<file path="config.mk">
export PLATFORM = sky130hd
export DESIGN_NAME = ram_req_bridge
export DESIGN_NICKNAME = d
export VERILOG_FILES = /design/src/rtl/ram_bridge_pkg.sv /design/src/rtl/ram_rsp_fifo.sv /design/src/rtl/ram_req_bridge.sv
export SDC_FILE = /design/constraint.sdc
export NUM_CORES = 1
export LEC_CHECK = 0
export BUFFER_PORTS_ARGS = -buffer_cell sky130_fd_sc_hd__buf_2
export CAP_MARGIN = 10
export CELL_PAD_IN_SITES_DETAIL_PLACEMENT = 1
export CELL_PAD_IN_SITES_GLOBAL_PLACEMENT = 1
export CORE_ASPECT_RATIO = 0.7
export CORE_MARGIN = 2
export CORE_UTILIZATION = 36
export CTS_CLUSTER_DIAMETER = 80
export CTS_CLUSTER_SIZE = 24
export DETAILED_ROUTE_END_ITERATION = 6
export HOLD_SLACK_MARGIN = 0.08
export PLACE_DENSITY_LB_ADDON = 0.15
export SYNTH_ARGS = -nofsm -noshare
export SYNTH_HDL_FRONTEND = slang
export SYNTH_SLANG_ARGS = --single-unit
</file>
<file path="constraint.sdc">
create_clock -name clk -period 3.16 [get_ports clk]
set_input_delay 0.158 -clock clk [delete_from_list [all_inputs] [get_ports clk]]
set_output_delay 0.158 -clock clk [all_outputs]
set_load 0.005 [all_outputs]
</file>
<file path="src/rtl/ram_bridge_pkg.sv">
// ram_bridge_pkg: shared state encoding, sizing helpers and response entry layout for ram_req_bridge
package ram_bridge_pkg;

    typedef enum logic {INIT, RUN} state_t;

    // Default data width; the response entry layout is sized from it.
    localparam int RSP_DW = 32;

    typedef struct packed {
        logic              err;
        logic [RSP_DW-1:0] rdata;
    } rsp_t;

    function automatic int bytes_of(input int dw);
        return dw / 8;
    endfunction

    function automatic int offs_w(input int dw);
        return $clog2(dw / 8);
    endfunction

endpackage

</file>
<file path="src/rtl/ram_rsp_fifo.sv">
// ram_rsp_fifo: synchronous response FIFO, simultaneous push/pop allowed when full
// Ports: clk, rst_n (sync active-low); push/wdata write side; pop/rdata head side;
//        full, empty, count status.
module ram_rsp_fifo #(
    parameter int WIDTH = 33,
    parameter int DEPTH = 2
) (
    input  logic                     clk,
    input  logic                     rst_n,
    input  logic                     push,
    input  logic [WIDTH-1:0]         wdata,
    input  logic                     pop,
    output logic [WIDTH-1:0]         rdata,
    output logic                     full,
    output logic                     empty,
    output logic [$clog2(DEPTH):0]   count
);

    localparam int PW = $clog2(DEPTH);
    localparam logic [PW:0] FULL_V = DEPTH[PW:0];

    logic [WIDTH-1:0] r_mem [DEPTH];
    logic [PW-1:0]    r_wp;
    logic [PW-1:0]    r_rp;
    logic [PW:0]      r_cnt;

    always_ff @(posedge clk) begin
        if (!rst_n) begin
            r_wp  <= '0;
            r_rp  <= '0;
            r_cnt <= '0;
        end else begin
            if (push) begin
                r_mem[r_wp] <= wdata;
                r_wp        <= r_wp + 1'b1;
            end
            if (pop) r_rp <= r_rp + 1'b1;
            r_cnt <= r_cnt + {{PW{1'b0}}, push} - {{PW{1'b0}}, pop};
        end
    end

    assign rdata = r_mem[r_rp];
    assign full  = (r_cnt == FULL_V);
    assign empty = (r_cnt == '0);
    assign count = r_cnt;

    // A push into a full FIFO is only legal when the head leaves in the same cycle.
    a_no_overflow: assert property (@(posedge clk) disable iff (!rst_n) !(push && full && !pop));
    a_no_underflow: assert property (@(posedge clk) disable iff (!rst_n) !(pop && empty));

endmodule

</file>
<file path="src/rtl/ram_req_bridge.sv">
// ram_req_bridge: req/gnt initiator bridge to a single-port byte-enabled RAM with buffered responses
// Optional macro RAM_REQ_BRIDGE_ADDR_CHECK_EN: misaligned or out-of-range requests are granted
// without touching the RAM and answer with rerr_o=1, rdata_o=0.
// Ports: clk, rst_n (sync active-low); req_i/gnt_o/addr_i/we_i/be_i/wdata_i request side;
//        rvalid_o/rready_i/rdata_o/rerr_o response side; init_done_o zero-fill done;
//        ram_en_o/ram_addr_o/ram_wdata_o/ram_we_o/ram_be_o/ram_rdata_i RAM port.
module ram_req_bridge import ram_bridge_pkg::*; #(
    parameter int ADDR_WIDTH     = 8,
    parameter int DATA_WIDTH     = RSP_DW,
    parameter int NUM_WORDS      = 256,
    parameter int RSP_DEPTH      = 2,
    parameter int CLEAR_ON_RESET = 1
) (
    input  logic                    clk,
    input  logic                    rst_n,
    input  logic                    req_i,
    output logic                    gnt_o,
    input  logic [ADDR_WIDTH-1:0]   addr_i,
    input  logic                    we_i,
    input  logic [DATA_WIDTH/8-1:0] be_i,
    input  logic [DATA_WIDTH-1:0]   wdata_i,
    output logic                    rvalid_o,
    input  logic                    rready_i,
    output logic [DATA_WIDTH-1:0]   rdata_o,
    output logic                    rerr_o,
    output logic                    init_done_o,
    output logic                    ram_en_o,
    output logic [ADDR_WIDTH-1:0]   ram_addr_o,
    output logic [DATA_WIDTH-1:0]   ram_wdata_o,
    output logic                    ram_we_o,
    output logic [DATA_WIDTH/8-1:0] ram_be_o,
    input  logic [DATA_WIDTH-1:0]   ram_rdata_i
);

    localparam int BYTES   = bytes_of(DATA_WIDTH);
    localparam int OFFS_W  = offs_w(DATA_WIDTH);
    localparam int N_WORDS = NUM_WORDS / BYTES;
    localparam int CW      = (N_WORDS > 1) ? $clog2(N_WORDS) : 1;
    localparam int QW      = $clog2(RSP_DEPTH) + 1;
    localparam logic [CW-1:0] LAST    = CW'(N_WORDS - 1);
    localparam logic [QW:0]   DEPTH_V = RSP_DEPTH[QW:0];

    state_t                r_state;
    logic [CW-1:0]         r_init_cnt;
    logic                  r_init_done;
    logic                  r_inflight;
    logic                  r_tag_we;
    logic                  r_tag_err;

    logic                  w_init_wr;
    logic                  w_run;
    logic                  w_pop;
    logic                  w_gnt;
    logic                  w_err;
    logic                  w_full;
    logic                  w_empty;
    logic [QW-1:0]         w_count;
    logic [QW:0]           w_outstanding;
    logic [ADDR_WIDTH-1:0] w_init_addr;
    rsp_t                  w_push_d;
    rsp_t                  w_head;

`ifdef RAM_REQ_BRIDGE_ADDR_CHECK_EN
    localparam logic [ADDR_WIDTH:0] LIMIT = NUM_WORDS[ADDR_WIDTH:0];
    assign w_err = (addr_i[OFFS_W-1:0] != '0) | ({1'b0, addr_i} >= LIMIT);
`else
    assign w_err = 1'b0;
`endif

    // Gating with rst_n keeps the RAM and request ports quiet while reset is asserted.
    assign w_init_wr     = rst_n & (r_state == INIT);
    assign w_run         = rst_n & (r_state == RUN);
    assign w_pop         = rvalid_o & rready_i;
    assign w_outstanding = {1'b0, w_count} + {{QW{1'b0}}, r_inflight};
    // A pop in the same cycle frees a slot, so rready_i feeds gnt_o combinationally.
    assign w_gnt         = w_run & req_i & ((!w_full & (w_outstanding < DEPTH_V)) | w_pop);
    assign w_init_addr   = ADDR_WIDTH'({r_init_cnt, {OFFS_W{1'b0}}});

    assign gnt_o       = w_gnt;
    assign ram_en_o    = w_init_wr | (w_gnt & !w_err);
    assign ram_we_o    = w_init_wr | (w_gnt & !w_err & we_i);
    assign ram_be_o    = w_init_wr ? '1 : be_i;
    assign ram_wdata_o = w_init_wr ? '0 : wdata_i;
    assign ram_addr_o  = w_init_wr ? w_init_addr : addr_i;
    assign init_done_o = r_init_done;

    always_ff @(posedge clk) begin
        if (!rst_n) begin
            r_state     <= (CLEAR_ON_RESET != 0) ? INIT : RUN;
            r_init_cnt  <= '0;
            r_init_done <= (CLEAR_ON_RESET == 0);
            r_inflight  <= 1'b0;
            r_tag_we    <= 1'b0;
            r_tag_err   <= 1'b0;
        end else begin
            if (r_state == INIT) begin
                r_init_cnt <= r_init_cnt + 1'b1;
                if (r_init_cnt == LAST) begin
                    r_state     <= RUN;
                    r_init_done <= 1'b1;
                end
            end
            r_inflight <= w_gnt;
            if (w_gnt) begin
                r_tag_we  <= we_i;
                r_tag_err <= w_err;
            end
        end
    end

    // Write and rejected responses carry zero data regardless of what the RAM read port shows.
    always_comb begin
        w_push_d       = '0;
        w_push_d.err   = r_tag_err;
        w_push_d.rdata = (r_tag_we | r_tag_err) ? '0 : ram_rdata_i;
    end

    ram_rsp_fifo #(
        .WIDTH ($bits(rsp_t)),
        .DEPTH (RSP_DEPTH)
    ) u_fifo (
        .clk   (clk),
        .rst_n (rst_n),
        .push  (r_inflight),
        .wdata (w_push_d),
        .pop   (w_pop),
        .rdata (w_head),
        .full  (w_full),
        .empty (w_empty),
        .count (w_count)
    );

    assign rvalid_o = !w_empty;
    assign rdata_o  = rvalid_o ? w_head.rdata : '0;
    assign rerr_o   = rvalid_o & w_head.err;

endmodule
</file>
**Yosys cells after proc, flatten, opt, wreduce, memory -nomap -nowiden**

Memories as Yosys holds them, arrays and structs flattened. A register that Yosys moved wholly into a read port is not among the register bits.
Cells that the tools add are included.

- Flip-flop bits (word level): 14
- Bits in writable memories: 64
- Output and inout port bits: 82
- Logic and storage cells: 46
- Memories: 1

- Add/sub/neg operators: 6
- Order comparisons: 1
- Equal/unequal tests: 2
- Muxes and demuxes: 12
- Bitwise logic cells: 12
- Reduce and logical (&&, ||, !) cells: 4

Memory list:

| name | words | width | read ports | clocked after Yosys merged registers in | wr ports | RTL line | text |
|---|---|---|---|---|---|---|---|
| u_fifo.r_mem | 2 | 32 | 1 | 1 | 1 | ram_rsp_fifo.sv:22 | `logic [WIDTH-1:0] r_mem [DEPTH];` |

Operators by type and width:

| kind | number |
|---|---|
| 2-to-1 mux 32 bit | 3 |
| 2-to-1 mux 8 bit | 1 |
| bitwise AND 1 bit | 7 |
| 2-to-1 mux 1 bit | 7 |
| adder 6 x 1 -> 6 bit (second input constant) | 1 |
| == test 6 bit (second input constant) | 1 |
| 2-to-1 mux 4 bit | 1 |
| adder 2 x 1 -> 3 bit | 1 |
| less-than comparator 3 x 2 -> 1 bit (second input constant) | 1 |
| OR 1 bit | 3 |
| adder 1 bit (second input constant) | 2 |
| adder 2 x 1 -> 2 bit | 1 |
| == test 2 bit (second input constant) | 1 |
| zero test 1 bit | 2 |
| zero test 2 bit | 1 |
| AND reduction 2 bit | 1 |
| subtractor 2 x 1 -> 2 bit | 1 |
| bitwise AND 1 bit (second input constant) | 1 |
| inverter 1 bit | 1 |

**Depth between registers and ports, before layout**

- Depth after elaboration: 7
- Gate-level depth with buffers: 7

**Cells and area by module**

From an unflattened synthesis, not the netlist that was laid out.

- Cells, all modules: 295
- Area total of the unflattened synthesis: 4000.1 sq um

Modules (own cells, without submodules):

| module | instances | cells each | area each (sq um) |
|---|---|---|---|
| ram_rsp_fifo | 1 | 125 | 2765.2 |
| ram_req_bridge | 1 | 170 | 1234.9 |

**Worst setup path after synthesis**

OpenSTA, ideal clock, no wires.

- Kind: reg2reg
- Start point: register r_inflight
- End point: memory u_fifo.r_mem[0][0] (netlist name) (enable)
- Setup time: 421 ps
- Arrival time: 1795 ps
- Data required time: 2739 ps
- Path slack: 944 ps
- Cell stages (with the launch flop): 3
- Path buffers: 0
- Clock period less this slack: 2216 ps
- Path through: dfxtp_1 -> nand2_1 -> nor2_1

- Word-level cells in the longest chain between the ends: 3

Ends and longest elaborated chain:

| item | RTL line | text |
|---|---|---|
| from (decl) | ram_req_bridge.sv:46 | `logic r_inflight;` |
| from (signal assigned) | ram_req_bridge.sv:103 | `r_inflight <= w_gnt;` |
| 2-to-1 mux 1 bit | ram_rsp_fifo.sv:33 | `if (push) begin` |
| 2-to-1 mux 1 bit | ram_rsp_fifo.sv:28 | `if (!rst_n) begin` |
| 2-to-1 mux 1 bit (implied by the code) | ram_rsp_fifo.sv:34 | `r_mem[r_wp] <= wdata;` |
| to (decl) | ram_rsp_fifo.sv:22 |  |

No other way between the ends.

**Final worst setup path**

- Start point: register r_state
- End point: output ram_wdata_o[21]

- Word-level cells in the longest chain between the ends: 3

Ends and longest elaborated chain:

| item | RTL line | text |
|---|---|---|
| from (decl) | ram_req_bridge.sv:43 | `state_t r_state;` |
| from (signal assigned) | ram_req_bridge.sv:89 | `r_state <= (CLEAR_ON_RESET != 0) ? INIT : RUN;` |
| inverter 1 bit | n/a |  |
| bitwise AND 1 bit | ram_req_bridge.sv:71 | `assign w_init_wr = rst_n & (r_state == INIT);` |
| 2-to-1 mux 32 bit | ram_req_bridge.sv:83 | `assign ram_wdata_o = w_init_wr ? '0 : wdata_i;` |
| to (decl) | ram_req_bridge.sv:29 | `output logic [DATA_WIDTH-1:0] ram_wdata_o,` |

No other way between the ends.

==> impl_metrics.toml <==
[setup_path]
timing.setup.critical_path_class = "reg -> out"
cp.buffers_inverters = 2
critPathLaunch = "r_state$_SDFF_PN0_"
timing.critical_path.required_ns = 3.00
max_stage_delay_ns = 0.72
crit_path_top_delay_cell = "nand2b_1"
worst_path_dominant_cell_family = "simple AND/OR/NAND/NOR gates"
critPathLaunchType = "flip-flop"
r2r-start = "u_fifo.count[1]$_SDFF_PN0_"
cp_data_arrival_time_ns = 2.17
cp_cell_sequence = "nand2b_1, buf_4, and2_1, buf_2"
worstSetupEndpointType = "output port"
path_max_fanout = 26

[clock_tree]
post_cts.repair.setup_buffers = 0
postCtsResizedCells = 0
worst_setup_hold_path_clk_slew_ns = 0.05
cts-buffers-inserted = 9
root_buffer_master = "clkbuf_16"
cts_tree = "yes"
maximum_level_of_the_cts_h_tree = 3
cts.sinks = 79
insertion_delay_to_the_later_sink_of_the_worst_skew_pair_ns = 0.33
cts_hold_buf = 1
clock_path_buffers = 2

[place]
gp_congestion = 0.6823
place.detailed.hpwl_mm = 6.309
pre_cts_slack_ns = 1.178
placement.io_buffers = 161
area_post_placement_sq_um = 4537

[route]
totalWireLength_mm = 8.889
route.detailed.drc = 0
drt_pass1_iterations = 4
routedWlPerCell_microns = 15.14
detail-route-antenna-nets = 0
num_vias = 2727
initialDrtViolationCount = 67
route.detailed.vias_per_inst = 4.646

[power]
peakVddDrop_uv = 327.1
total_power_mw = 2.600
combinationalPowerShare_pct = 16.5
p_int_mw = 1.959
power.density_cell_area_nw_per_um2 = 538.8
seq_power_share_pct = 45.9
switching_share_pct = 24.65
power.static_leakage_nw = 2.093
power.clock.fraction_pct = 37.6
power.switching_uw = 640.7

[grt]
grt_antenna_before_repair = 0
grt_pass1_vias = 2797
grt_pass1_wl_mm = 13.68
grtUsageTotal_pct = 17.03
grt_max_degree = 34
grt_overflow_total = 0

[final_layout]
antennaDiodeCount = 0
fillerInstances = 1097
fin_area_sq_um = 4825
areaGrowthSynthToFinish_pct = 32.55
layout.nets = 539
final_layout_size_suffix_gt1_share_pct = 40.74

[run_status]
outcome = "completed"

[timing]
timing.max_slew.rel_slack_pct = 29.20
tightestPinTransition_ns = 1.062
rsz_0062_raised_after_global_routing = "no"
final.setup.worst_slack_ns = 0.8276
hold_viol_final = 0
maxClockFrequency_mhz = 428.7
slew_viol_final = 0
timing.setup.tns_ns = 0
post-route-period-util_pct = 73.81
final-setup-viol-count = 0
worst_clock_skew_ns = 0.003852
finalCriticalPeriod_ns = 2.332

[synthesis]
count_of_cell_types_in_the_netlist = 31
synth_warnings = 0
synth_nets = 382
syn_inst = 298
mappedNetlistArea_sq_um = 3640
yosys_register_bits = 79
postSynthAreaPerCell_sq_um = 12.21
sequential_to_total_area_share_from_yosys_stat_pct = 61.05

[floorplan]
rows = 30
die_area_sq_um = 10940
placeableCoreArea_sq_um = 9759
die_width_microns = 124.2
die_h_microns = 88.13
pin_count = 163
starting_utilization_of_the_core_area_pct = 37.29

[min_path]
hold_start = "rst_n"
holdCritPathClass = "in -> reg"

[flow_run]
cap_viol_max_count = 0
-- synth_stat cells --
master    number  area (sq um)
a31oi_1        1         6.260
mux2i_1       34         340.3
mux2_2         5         56.30
and2_1        35         219.0
nor2b_1       32         200.2
clkbuf_1       4         15.01
ha_1           3         37.54
or3_1          2         12.51
nand2b_1       5         31.28
xnor2_1        2         17.52
nor2_1        45         168.9
nand4b_1       1         8.760
conb_1         1         3.750
nor3_1         1         5.000
xor2_1         5         43.79
clkbuf_2       2         10.01
dfxtp_1       15         300.3
nand3_1        1         5.000
a21oi_1        5         25.02
inv_1          6         22.52
o211ai_1       2         15.01
o21a_1         1         7.510
o21ai_0        5         25.02
edfxtp_1      64          1922
buf_4          4         30.03
and3_1         2         12.51
nand3b_4       1         20.02
buf_2          7         35.03
nand2b_4       1         13.76
buf_6          1         11.26
nand2_1        5         18.77
-- placed cells by master (no fill, tap or decap), drive strengths merged, types with 2 or more instances in the layout --
cell,netlist,final
a21oi,5,5
mux2,5,5
o211ai,2,2
dfxtp,15,15
and3,2,2
xnor2,2,2
nand2,5,5
and2,35,35
mux2i,34,34
or3,2,2
clkinv,0,5
xor2,5,5
inv,6,6
edfxtp,64,64
o21ai,5,5
ha,3,3
clkbuf,6,9
nor2,45,45
nand2b,6,6
buf,12,163
nor2b,32,32
-- layout make-up --
cell class	instances	area (sq um)	share of cell area, %
inverter	6	22.52	0.4668
multi-input combinational	195	1310	27.15
tap	128	160.2	3.320
sequential	79	2223	46.08
clock inverter	6	52.55	1.089
timing repair buffer	164	830.8	17.22
clock buffer	9	225.2	4.668
-- routing by layer --
layer | vias to the layer above | share of wire, % | track usage [%]
li1 | 1326 | - | -
met1 | 1288 | 39 | 17.95
met2 | 99 | 52 | 31.69
met3 | 14 | 7.1 | 5.859
met4 | 0 | 1.6 | 6.027
met5 | - | 0 | 0
-- logic make-up after synthesis --
kind of cell	synth area share (%)
and+or+nand+nor	19.66
DFF	61.05
muxes	10.90
buffers and inverters	3.403
AOI/OAI and AO/OA	2.166
xor gates and xnor gates	1.684
adders and majority gates	1.031
other	0.1030
-- registers in the layout, summed over array words and instances (netlist names), named ones only --
name / cells
u_fifo.r_mem: 64
r_init_cnt: 6
u_fifo.count: 2
init_done_o: 1
r_inflight: 1
r_state: 1
r_tag_we: 1
u_fifo.r_rp: 1
u_fifo.r_wp: 1
-- power groups by stage --
stage          Sequential (mW)  Combinational (mW)  Clock [mW]
6_report                  1.19               0.429       0.976
5_1_grt                   1.20               0.486        1.04
4_1_cts                   1.20               0.441       0.998
3_5_place_dp              1.22               0.438           0
3_3_place_gp              1.22               0.427           0
2_1_floorplan             1.17               0.276           0
-- final timing paths --
check | slack (ns) | endpoint | cells after the start
max | 0.83 | ram_wdata_o[21] | 4
min | 0.14 | init_done_o$_SDFFE_PN0P_ | 2
max reg2reg | 1.46 | u_fifo.count[1]$_SDFF_PN0_ | 7
min reg2reg | 0.46 | init_done_o$_SDFFE_PN0P_ | 1
-- per-stage QoR --
step                      cells  hold slack [ns]  utilization, %
after floorplan             298           0.2757               -
after global placement      571           0.4424           46.49
after detailed placement    571           0.4386           46.49
after CTS                   587           0.1280           49.44
after global routing        587           0.1400           49.44
final                       587           0.1358           49.44
(Power assumes the default switching activity.)
